**src/rtl/rr_hold_arbiter.sv**
```systemverilog
// rr_hold_arbiter
//   Four-requester round-robin arbiter for one shared resource. A grant is
//   held until the owner strobes done, drops its request, or has held the
//   resource for MAX_HOLD cycles (forced release, flagged by timeout).
//   A release always returns to IDLE for one cycle. New arbitration happens
//   only in that IDLE cycle.
//
// Ports
//   clock     in   rising-edge clock
//   reset     in   synchronous, active-high reset
//   req       in   [3:0] level request per requester
//   done      in   [3:0] release strobe; only the current owner's bit counts
//   en        in   arbitration enable; gates new grants only
//   gnt       out  [3:0] registered one-hot grant, zero when idle
//   gnt_id    out  [1:0] index of current owner, zero when idle
//   busy      out  grant active (OR of gnt)
//   hold_cnt  out  [CW-1:0] cycles elapsed in the current grant
//   timeout   out  one-cycle pulse when a forced release is registered
module rr_hold_arbiter #(
    parameter int MAX_HOLD = 8,
    parameter int CW       = 8
) (
    input  logic          clock,
    input  logic          reset,
    input  logic [3:0]    req,
    input  logic [3:0]    done,
    input  logic          en,
    output logic [3:0]    gnt,
    output logic [1:0]    gnt_id,
    output logic          busy,
    output logic [CW-1:0] hold_cnt,
    output logic          timeout
);

    typedef enum logic {IDLE, GRANT} state_t;

    state_t        state_q;
    logic [1:0]    ptr_q;
    logic [3:0]    gnt_q;
    logic [1:0]    gnt_id_q;
    logic          busy_q;
    logic [CW-1:0] hold_cnt_q;
    logic          timeout_q;

    // Winner search: first requester at or after ptr_q, wrapping mod 4.
    // Scanning from the farthest offset down lets the nearest one win.
    logic       win_vld_d;
    logic [1:0] win_id_d;
    logic [1:0] idx;

    always_comb begin
        win_vld_d = 1'b0;
        win_id_d  = '0;
        idx       = '0;
        for (int i = 3; i >= 0; i--) begin
            idx = ptr_q + 2'(i);
            if (req[idx]) begin
                win_vld_d = 1'b1;
                win_id_d  = idx;
            end
        end
    end

    // Release conditions for the current owner. A done or dropped request
    // takes precedence over the hold limit, so timeout stays low then.
    logic normal_rel_d;
    logic limit_hit_d;

    assign normal_rel_d = done[gnt_id_q] | ~req[gnt_id_q];
    assign limit_hit_d  = (hold_cnt_q == CW'(MAX_HOLD - 1));

    always_ff @(posedge clock) begin
        if (reset) begin
            state_q    <= IDLE;
            ptr_q      <= '0;
            gnt_q      <= '0;
            gnt_id_q   <= '0;
            busy_q     <= 1'b0;
            hold_cnt_q <= '0;
            timeout_q  <= 1'b0;
        end else begin
            timeout_q <= 1'b0;
            case (state_q)
                IDLE: begin
                    if (en && win_vld_d) begin
                        state_q    <= GRANT;
                        gnt_q      <= 4'(1) << win_id_d;
                        gnt_id_q   <= win_id_d;
                        busy_q     <= 1'b1;
                        hold_cnt_q <= '0;
                        ptr_q      <= win_id_d + 2'd1;
                    end
                end
                GRANT: begin
                    if (normal_rel_d || limit_hit_d) begin
                        state_q    <= IDLE;
                        gnt_q      <= '0;
                        gnt_id_q   <= '0;
                        busy_q     <= 1'b0;
                        hold_cnt_q <= '0;
                        timeout_q  <= ~normal_rel_d;
                    end else begin
                        hold_cnt_q <= hold_cnt_q + CW'(1);
                    end
                end
                default: state_q <= IDLE;
            endcase
        end
    end

    assign gnt      = gnt_q;
    assign gnt_id   = gnt_id_q;
    assign busy     = busy_q;
    assign hold_cnt = hold_cnt_q;
    assign timeout  = timeout_q;

endmodule

```
**config.mk**
```make
export PLATFORM = sky130hd
export DESIGN_NAME = rr_hold_arbiter
export DESIGN_NICKNAME = d
export VERILOG_FILES = /design/src/rtl/rr_hold_arbiter.sv
export SDC_FILE = /design/constraint.sdc
export NUM_CORES = 1
export LEC_CHECK = 0
export CAP_MARGIN = 40
export CORE_ASPECT_RATIO = 1.2
export CORE_MARGIN = 1
export CORE_UTILIZATION = 47
export CTS_CLUSTER_SIZE = 24
export DETAILED_ROUTE_END_ITERATION = 10
export PLACE_DENSITY_LB_ADDON = 0.05
export SYNTH_ARGS = -nofsm -noshare
export SYNTH_HDL_FRONTEND = slang
export SYNTH_SLANG_ARGS = --single-unit
export TNS_END_PERCENT = 50
```
**constraint.sdc**
```tcl
create_clock -name clock -period 1.9 [get_ports clock]
set_clock_uncertainty 0.05 [all_clocks]
set_input_delay 0.285 -clock clock [delete_from_list [all_inputs] [get_ports clock]]
set_output_delay 0.285 -clock clock [all_outputs]
set_load 0.05 [all_outputs]
```
### After elaboration in Yosys (flattened, before gate mapping)

Cells that the tools add are included.

* bits in registers: 19
* latch bits: 0
* bits in writable memories: 0
* memory bits (read-only): 0
* input bits: 11
* output and inout port bits: 16
* word-level logic and storage cells: 66
* memories: 0

* add/subtract/negate cells: 5
* multiply operators: 0
* div/mod/pow operators: 0
* $lt $le $gt $ge: 5
* equal/unequal tests: 3
* shift operators: 1
* mux-type cells: 35
* bitwise logic cells: 5
* reduce and logical (&&, ||, !) cells: 5

Operators by type and width (number)
* 2-to-1 mux 8 bit: 2
* one-hot mux 8 bit (2 select lines): 1
* < comparator 2 x 3 -> 1 bit (second input constant): 5
* 2-to-1 mux 1 bit: 14
* binary-select mux 1 bit (select 2 bit): 6
* 2-to-1 mux 2 bit: 6
* adder 8 x 1 -> 8 bit (second input constant): 1
* == test 8 x 3 -> 1 bit (second input constant): 1
* 2-to-1 mux 4 bit: 2
* one-hot mux 4 bit (2 select lines): 1
* adder 2 x 1 -> 2 bit (second input constant): 2
* adder 2 bit (second input constant): 2
* inverter 1 bit: 4
* one-hot mux 1 bit (2 select lines): 2
* one-hot mux 2 bit (2 select lines): 1
* AND reduction 2 bit: 2
* << shifter 1 x 2 -> 4 bit (first input constant): 1
* OR reduction 3 bit: 1
* != test 2 x 1 -> 1 bit (second input constant): 1
* != test 2 bit (second input constant): 1
* logical AND 1 bit: 1
* logical OR 1 bit: 1
* bitwise OR 1 bit: 1

### Logic depth before layout (Yosys ltp)

Gate-level depths: netlist of the first run.

* depth in word-level cells: 10
* gate-level depth with buffers: 6
* gate-level depth less buffers: 5

### Worst setup path before layout of the first run

No wires, ideal clock.

* kind: reg-to-reg
* start point: register gnt_id_q[1] (netlist: gnt_id[1])
* end point: register hold_cnt_q[1] (netlist: hold_cnt[1])
* library setup time: 0.128 ns
* data arrival time: 1.745 ns
* required time: 1.722 ns
* slack: -0.023 ns
* cell stages (with the launch flop): 5
* buffers on the path: 1
* clock period less this slack: 1.923 ns
* path through: dfxtp_1 -> mux4_2 -> buf_1 -> a32oi_1 -> nor2_1

* longest elaborated chain between the ends: 7
* elaborated cells between the ends (all ways): 9

RTL lines
* from (decl): line 40 `logic [1:0] gnt_id_q;`
* from (signal assigned): line 88 `gnt_id_q <= win_id_d;`
* binary-select mux 1 bit (select 2 bit): line 69 `assign normal_rel_d = done[gnt_id_q] | ~req[gnt_id_q];`
* 2-to-1 mux 1 bit (implied by the code): line 69
* inverter 1 bit: line 69
* bitwise OR 1 bit *: line 69
* logical OR 1 bit *: line 95 `if (normal_rel_d || limit_hit_d) begin`
* 2-to-1 mux 8 bit *: line 95
* one-hot mux 8 bit (2 select lines) *: line 83 `case (state_q)`
* to (signal assigned): line 103 `hold_cnt_q <= hold_cnt_q + CW'(1);`
* to (decl): line 42 `logic [CW-1:0] hold_cnt_q;`

Every way passes the cells marked *; elsewhere a longest branch is shown, timed or not. The select of a mux whose other input is x is not followed.
A chain may end at the register's enable or synchronous reset.

### Worst setup path in the final report of the first run

* start point: register hold_cnt_q[4] (netlist: hold_cnt[4])
* end point: output port hold_cnt[4]

RTL lines
* to (decl): line 31 `output logic [CW-1:0] hold_cnt,`

No word-level cell between the ends.

==> flow_summary_export.csv, run 1 <==
group,metric,value,unit
route,wl_per_cell,13.3,µm
route,dr_total_vias,1048,
grt,antenna_found_initial,0,
clock_tree,htreeDepth,1,
grt,first_global_vias,976,
timing,worst_slew_pin_slew,503,ps
cells_and_area,areaGrowthSynthToFinish,41.3,%
placement,place_congestion,0.858,
route,dr.pass1.iters,4,
clock_tree,cts_tree,"yes",
worst_setup_path,cp_max_fo,7,
floorplanning,start_util,49.5,%
route,drcViolationCount,0,
clock_tree,ctsHoldBuffers,0,
cells_and_area,nFillCells,170,
floorplanning,die_w,44.4,µm
synthesis,synth_top_area_share,37.5,%
power_and_ir_drop,peakVddDrop,0.000489,V
clock_tree,cts_setup_buffers,0,
placement,place_hpwl,1.92,mm
timing,fin_crit_sh,96.3,%
synthesis,synth-edff-count,0,
worst_setup_path,critPathBufInv,1,
synthesis,syn_area,1010,µm²
cells_and_area,multiInputGateArea,583,µm²
route,wl,2.49,mm
synthesis,synth_ff_type,"dfxtp_1",
timing,rsz0062_at_grt,"no",
floorplanning,core_area,2050,µm²
timing,finalSetupTns,0,ps
clock_tree,clock-sinks,19,
route,drt_iter0_drc,12,
grt,grt-ovfl-total,0,
synthesis,synth_seq_area_share,37.5,%
clock_tree,clk_pin_slew,110,ps
timing,period_minus_slack,1830,ps
synthesis,synth_area_leaders,"dfxtp_1 37%, nor2b_1 4.9%, nand2_1 4.4%",
worst_setup_path,required,1560,ps
synthesis,async_reset_ff_share,0,%
worst_setup_path,slowest_delay,810,ps
cells_and_area,final_layout_size_suffix_gt1_share,19.1,%
route,final_antenna_net_count,0,
grt,grt_use_total,22.5,%
timing,hold_slack,443,ps
clock_tree,clock_latency,290,ps
power_and_ir_drop,power_leakage,0.000566,µW
worst_setup_path,crit_slowest_cell,"clkdlybuf4s50_1",
cells_and_area,regArea,384,µm²
floorplanning,die_area,2350,µm²
timing,setup_violations,0,
worst_setup_path,worstRegToRegCells,4,
synthesis,yosys_register_bits,19,
synthesis,synthCells,118,
worst_setup_path,criticalPathCategory,"reg -> out",
route,vias_per_cell,5.60,
cells_and_area,final_nets,170,
timing,hold_viol,0,
worst_setup_path,start_kind,"register",
outcome,status,"complete, no violations",
floorplanning,io_pins,27,
synthesis,synth_nets,130,
synthesis,synth.avg_cell_area,8.60,µm²
synthesis,yosys.area.top_type,"dfxtp_1",
synthesis,yosysWarnings,0,
worst_setup_path,end_kind,"output port",
clock_tree,cts_resized,2,
clock_tree,cts_inserted_buffers,3,
worst_setup_path,cp.depth,1,
clock_tree,clockBufferDepth,2,
timing,maxSlewHeadroom,66.4,%
job,cap_violations,0,
worst_setup_path,cp_cell_sequence,"clkdlybuf4s50_1",
power_and_ir_drop,powerDensity,606,nW/µm²
synthesis,synthTopCellsByCount,"19 x dfxtp_1, 12 x nand2_1, 8 x nor2b_1",
timing,slew_viol_final,0,
grt,grt_pass1_wl,4.01,mm
worst_setup_path,arrival,1500,ps
clock_tree,cts_root_buf,"clkbuf_4",
timing,fmax,546,MHz
floorplanning,rows,18,
synthesis,yosys.cell_count.top_type,"dfxtp_1",
floorplanning,fp.dieH,52.9,µm
min_path,hold_path.class,"reg -> reg",
cells_and_area,n_antenna_cell,0,
synthesis,synthDistinctLibCells,45,
min_path,hold_depth,2,
grt,grt_max_degree,20,
worst_setup_path,critPathTopFamily,"buffers and inverters",
placement,portBuffers,26,
registers in the layout (all words and copies together), names as in the netlist:
| register | count |
|---|---|
| gnt_id | 2 |
| timeout | 1 |
| ptr_q | 2 |
| busy | 1 |
| state_q | 1 |
| hold_cnt | 8 |
| gnt | 4 |
routing by layer:
metal | GRT usage (%) | wire, µm | up-vias
met2 | 41.7 | 1320 | 17
met3 | 3.07 | 48 | 2
li1 | - | - | 523
met5 | 0 | 0 | -
met4 | 7.07 | 17 | 0
met1 | 26.2 | 1110 | 506
metrics by stage:
step	area (µm²)	util, %	power, µW	std cells	setup slack [ps]
floorplan	1020	-	579	118	9.14
global placement	1400	68.4	670	183	-119
detailed placement	1400	68.4	675	183	-141
CTS	1430	69.6	872	187	23.8
global route	1430	70.0	913	187	9.88
finish	1430	70.0	868	187	69.4
logic make-up (layout without fill, tap and decap cells):
logic type	count (synthesis)	after routing	share of synthesized area [%]
AND/OR/NAND/NOR	50	50	25.9
AO/OA/AOI/OAI	35	35	27.1
flip-flops	19	19	37.5
buffers and inverters	11	50	5.06
multiplexers	2	2	3.21
adder cells (fa/ha/maj)	1	1	1.23
cell type report:
cell class,count,area share (%)
repair buffers,41,26.7
clock buffers,3,1.57
well taps,30,2.62
flip-flops and latches,19,26.8
multi-input cells,88,40.7
inverters,5,1.31
clock inverters,1,0.349
power by group:
part / switching (µW) / internal, µW
Clock: 123 / 78.3
Sequential: 19.7 / 416
Combinational: 123 / 108
cells in the final DEF (no fill, tap or decap), types with 2 or more instances in the layout:
cell / count
nor2_1: 7
dlymetal6s2s_1: 3
dlygate4sd2_1: 2
o21a_1: 2
a31oi_1: 3
o31a_1: 2
nand4_1: 2
nand4b_1: 2
dfxtp_1: 16
dfxtp_2: 3
clkbuf_4: 3
nor2b_1: 8
o211ai_1: 3
a21oi_1: 4
buf_4: 17
nor3_1: 5
nand2_1: 12
inv_1: 5
o21ba_2: 2
clkdlybuf4s50_1: 18
nand3_1: 6
o32ai_1: 4
nand2b_1: 2
final timing paths:
check / startpoint / endpoint / slack, ps
worst max-delay path: hold_cnt[4] / hold_cnt[4] / 70
worst min-delay path: gnt[0] / gnt[0] / 440
worst max register to register: hold_cnt[4] / gnt[2] / 70
worst min register to register: gnt[0] / gnt[0] / 440
(Power assumes the default switching activity.)
==> run 2: changes to the inputs <==
- CORE_UTILIZATION: 47 -> 42
- clock period: 1.9 -> 1.5 ns (I/O delays scaled with it)
==> flow_summary_export.csv, run 2 (synthesis results as in run 1) <==
group,metric,value,unit
clock_tree,cts_root_buf,"clkbuf_4",
power_and_ir_drop,power_leakage,0.000679,µW
cells_and_area,largest_reg_flops,8,
route,final_antenna_net_count,0,
outcome,status,"complete, but fails checks",
timing,fin_ws,-204,ps
worst_setup_path,required,1620,ps
worst_setup_path,arrival,1820,ps
outcome,violations,"negative setup slack",
power_and_ir_drop,peakVddDrop,0.000561,V
clock_tree,clock_latency,290,ps
grt,grt.met1_usage,24.8,%
floorplanning,core_area,2280,µm²
timing,rsz0062_at_grt,"yes",
floorplanning,die_w,46.9,µm
cells_and_area,areaGrowthSynthToFinish,70.5,%
grt,grtUsageMet2,43.1,%
power_and_ir_drop,powerDensity,674,nW/µm²
clock_tree,cts_inserted_buffers,3,
clock_tree,clockBufferDepth,2,
worst_setup_path,criticalPathCategory,"reg -> reg",
grt,grt-ovfl-total,0,
grt,busiest_layer,"met2",
timing,worst_slew_pin_slew,374,ps
clock_tree,clock-sinks,19,
grt,first_global_vias,1086,
placement,place_hpwl,2.18,mm
grt,antenna_found_initial,0,
placement,portBuffers,26,
worst_setup_path,end_kind,"register",
worst_setup_path,cp_max_fo,6,
cells_and_area,final_nets,183,
cells_and_area,n_antenna_cell,0,
route,drcViolationCount,0,
clock_tree,htreeDepth,1,
grt,grtUsageMet3,3.90,%
job,cap_violations,0,
clock_tree,cts_setup_buffers,0,
min_path,hold_path.class,"reg -> reg",
floorplanning,fp.dieH,55.8,µm
floorplanning,rows,19,
timing,hold_viol,0,
placement,place_congestion,0.795,
grt,grt_pass1_wl,4.51,mm
route,vias_per_cell,5.46,
timing,finalSetupTns,-2860,ps
route,dr_total_vias,1097,
route,wl_per_cell,13.6,µm
route,dr.pass1.iters,4,
clock_tree,ctsHoldBuffers,0,
route,wl,2.73,mm
timing,setup_violations,17,
route,drt_iter0_drc,16,
floorplanning,io_pins,27,
timing,fin_crit_sh,114,%
clock_tree,clk_pin_slew,110,ps
cells_and_area,layout_commonest_cell,"buf_4",
cells_and_area,postLayoutCoreUtil,75.8,%
timing,slew_viol_final,0,
cells_and_area,nFillCells,178,
timing,period_minus_slack,1700,ps
timing,maxSlewHeadroom,75.1,%
clock_tree,cts_tree,"yes",
worst_setup_path,start_kind,"register",
cells_and_area,final_layout_size_suffix_gt1_share,40.0,%
floorplanning,die_area,2620,µm²
placement,dpl_worst_slack,-450,ps
timing,fmax,587,MHz
cells_and_area,final_cell_mix,"28 x buf_4, 15 x buf_12, 12 x nand2_1, 11 x dfxtp_1, 7 x nor2b_1",
grt,grt_max_degree,20,
floorplanning,start_util,44.5,%
grt,grt_use_total,23.5,%
run 2: cell types whose count changed in the layout (fill, tap and decap cells not counted), moves of 2 or more:
cell | previous run | this run
nand3_2 | 0 | 2
buf_4 | 17 | 28
dlygate4sd2_1 | 2 | 0
nand3_1 | 6 | 4
clkdlybuf4s50_1 | 18 | 6
dfxtp_1 | 16 | 11
dfxtp_2 | 3 | 5
buf_12 | 1 | 15
dfxtp_4 | 0 | 3
run 2: where the power goes:
part	internal (µW)	leakage, µW	switching, µW
Sequential	523	0.000159	27.9
Combinational	185	0.000502	173
Clock	99.1	0.0000177	157
Total	807	0.000679	358
run 2: critical path: stages (launching register included):
cell	delay, ps
dfxtp_4	360
or4_4	530
o31a_1	320
a21oi_4	210
o32ai_1	110
run 2: layout make-up:
| type | instances | area, µm² | share of cell area, % |
|---|---|---|---|
| clock buffer | 3 | 22.5 | 1.30 |
| clock inverter | 1 | 5.00 | 0.289 |
| inverter | 5 | 18.8 | 1.08 |
| multi-input combinational | 88 | 616 | 35.6 |
| sequential | 19 | 398 | 23.0 |
| tap | 31 | 38.8 | 2.24 |
| timing repair buffer | 54 | 632 | 36.5 |
run 2: timing repair:
| action | CTS | global route |
|---|---|---|
| pin swaps | 8 | 3 |
| gates cloned | 0 | 0 |
| gates resized for setup | 4 | 9 |
| endpoints found under the setup margin | 19 | 19 |
run 2: metrics by stage:
stage | hold WS [ps] | cell area (µm²) | power (µW) | std cells
6_report | 479 | 1730 | 1170 | 201
5_1_grt | 497 | 1730 | 1230 | 201
4_1_cts | 467 | 1700 | 1170 | 201
3_5_place_dp | 447 | 1660 | 911 | 197
3_3_place_gp | 437 | 1660 | 901 | 197
2_1_floorplan | 367 | 1030 | 729 | 118
run 2: metal layers:
metal	part of all wire (%)	wire length, µm
met2	57	1550
met4	0.59	16
met5	0	0
met1	39	1060
met3	3.8	103
run 2: final timing paths:
path | from | to | slack, ps | cells past startpoint
worst max-delay path | hold_cnt[4] | gnt[0] | -200 | 4
worst min-delay path | gnt_id[0] | gnt_id[0] | 480 | 2
worst max register to register | hold_cnt[4] | gnt[0] | -200 | 4
worst min register to register | gnt_id[0] | gnt_id[0] | 480 | 2
==> run 3: changes to the inputs <==
- SLEW_MARGIN: default -> 20
==> results of run 3 <==
Same layout as run 2: the final DEF is identical, and so are final timing and power.
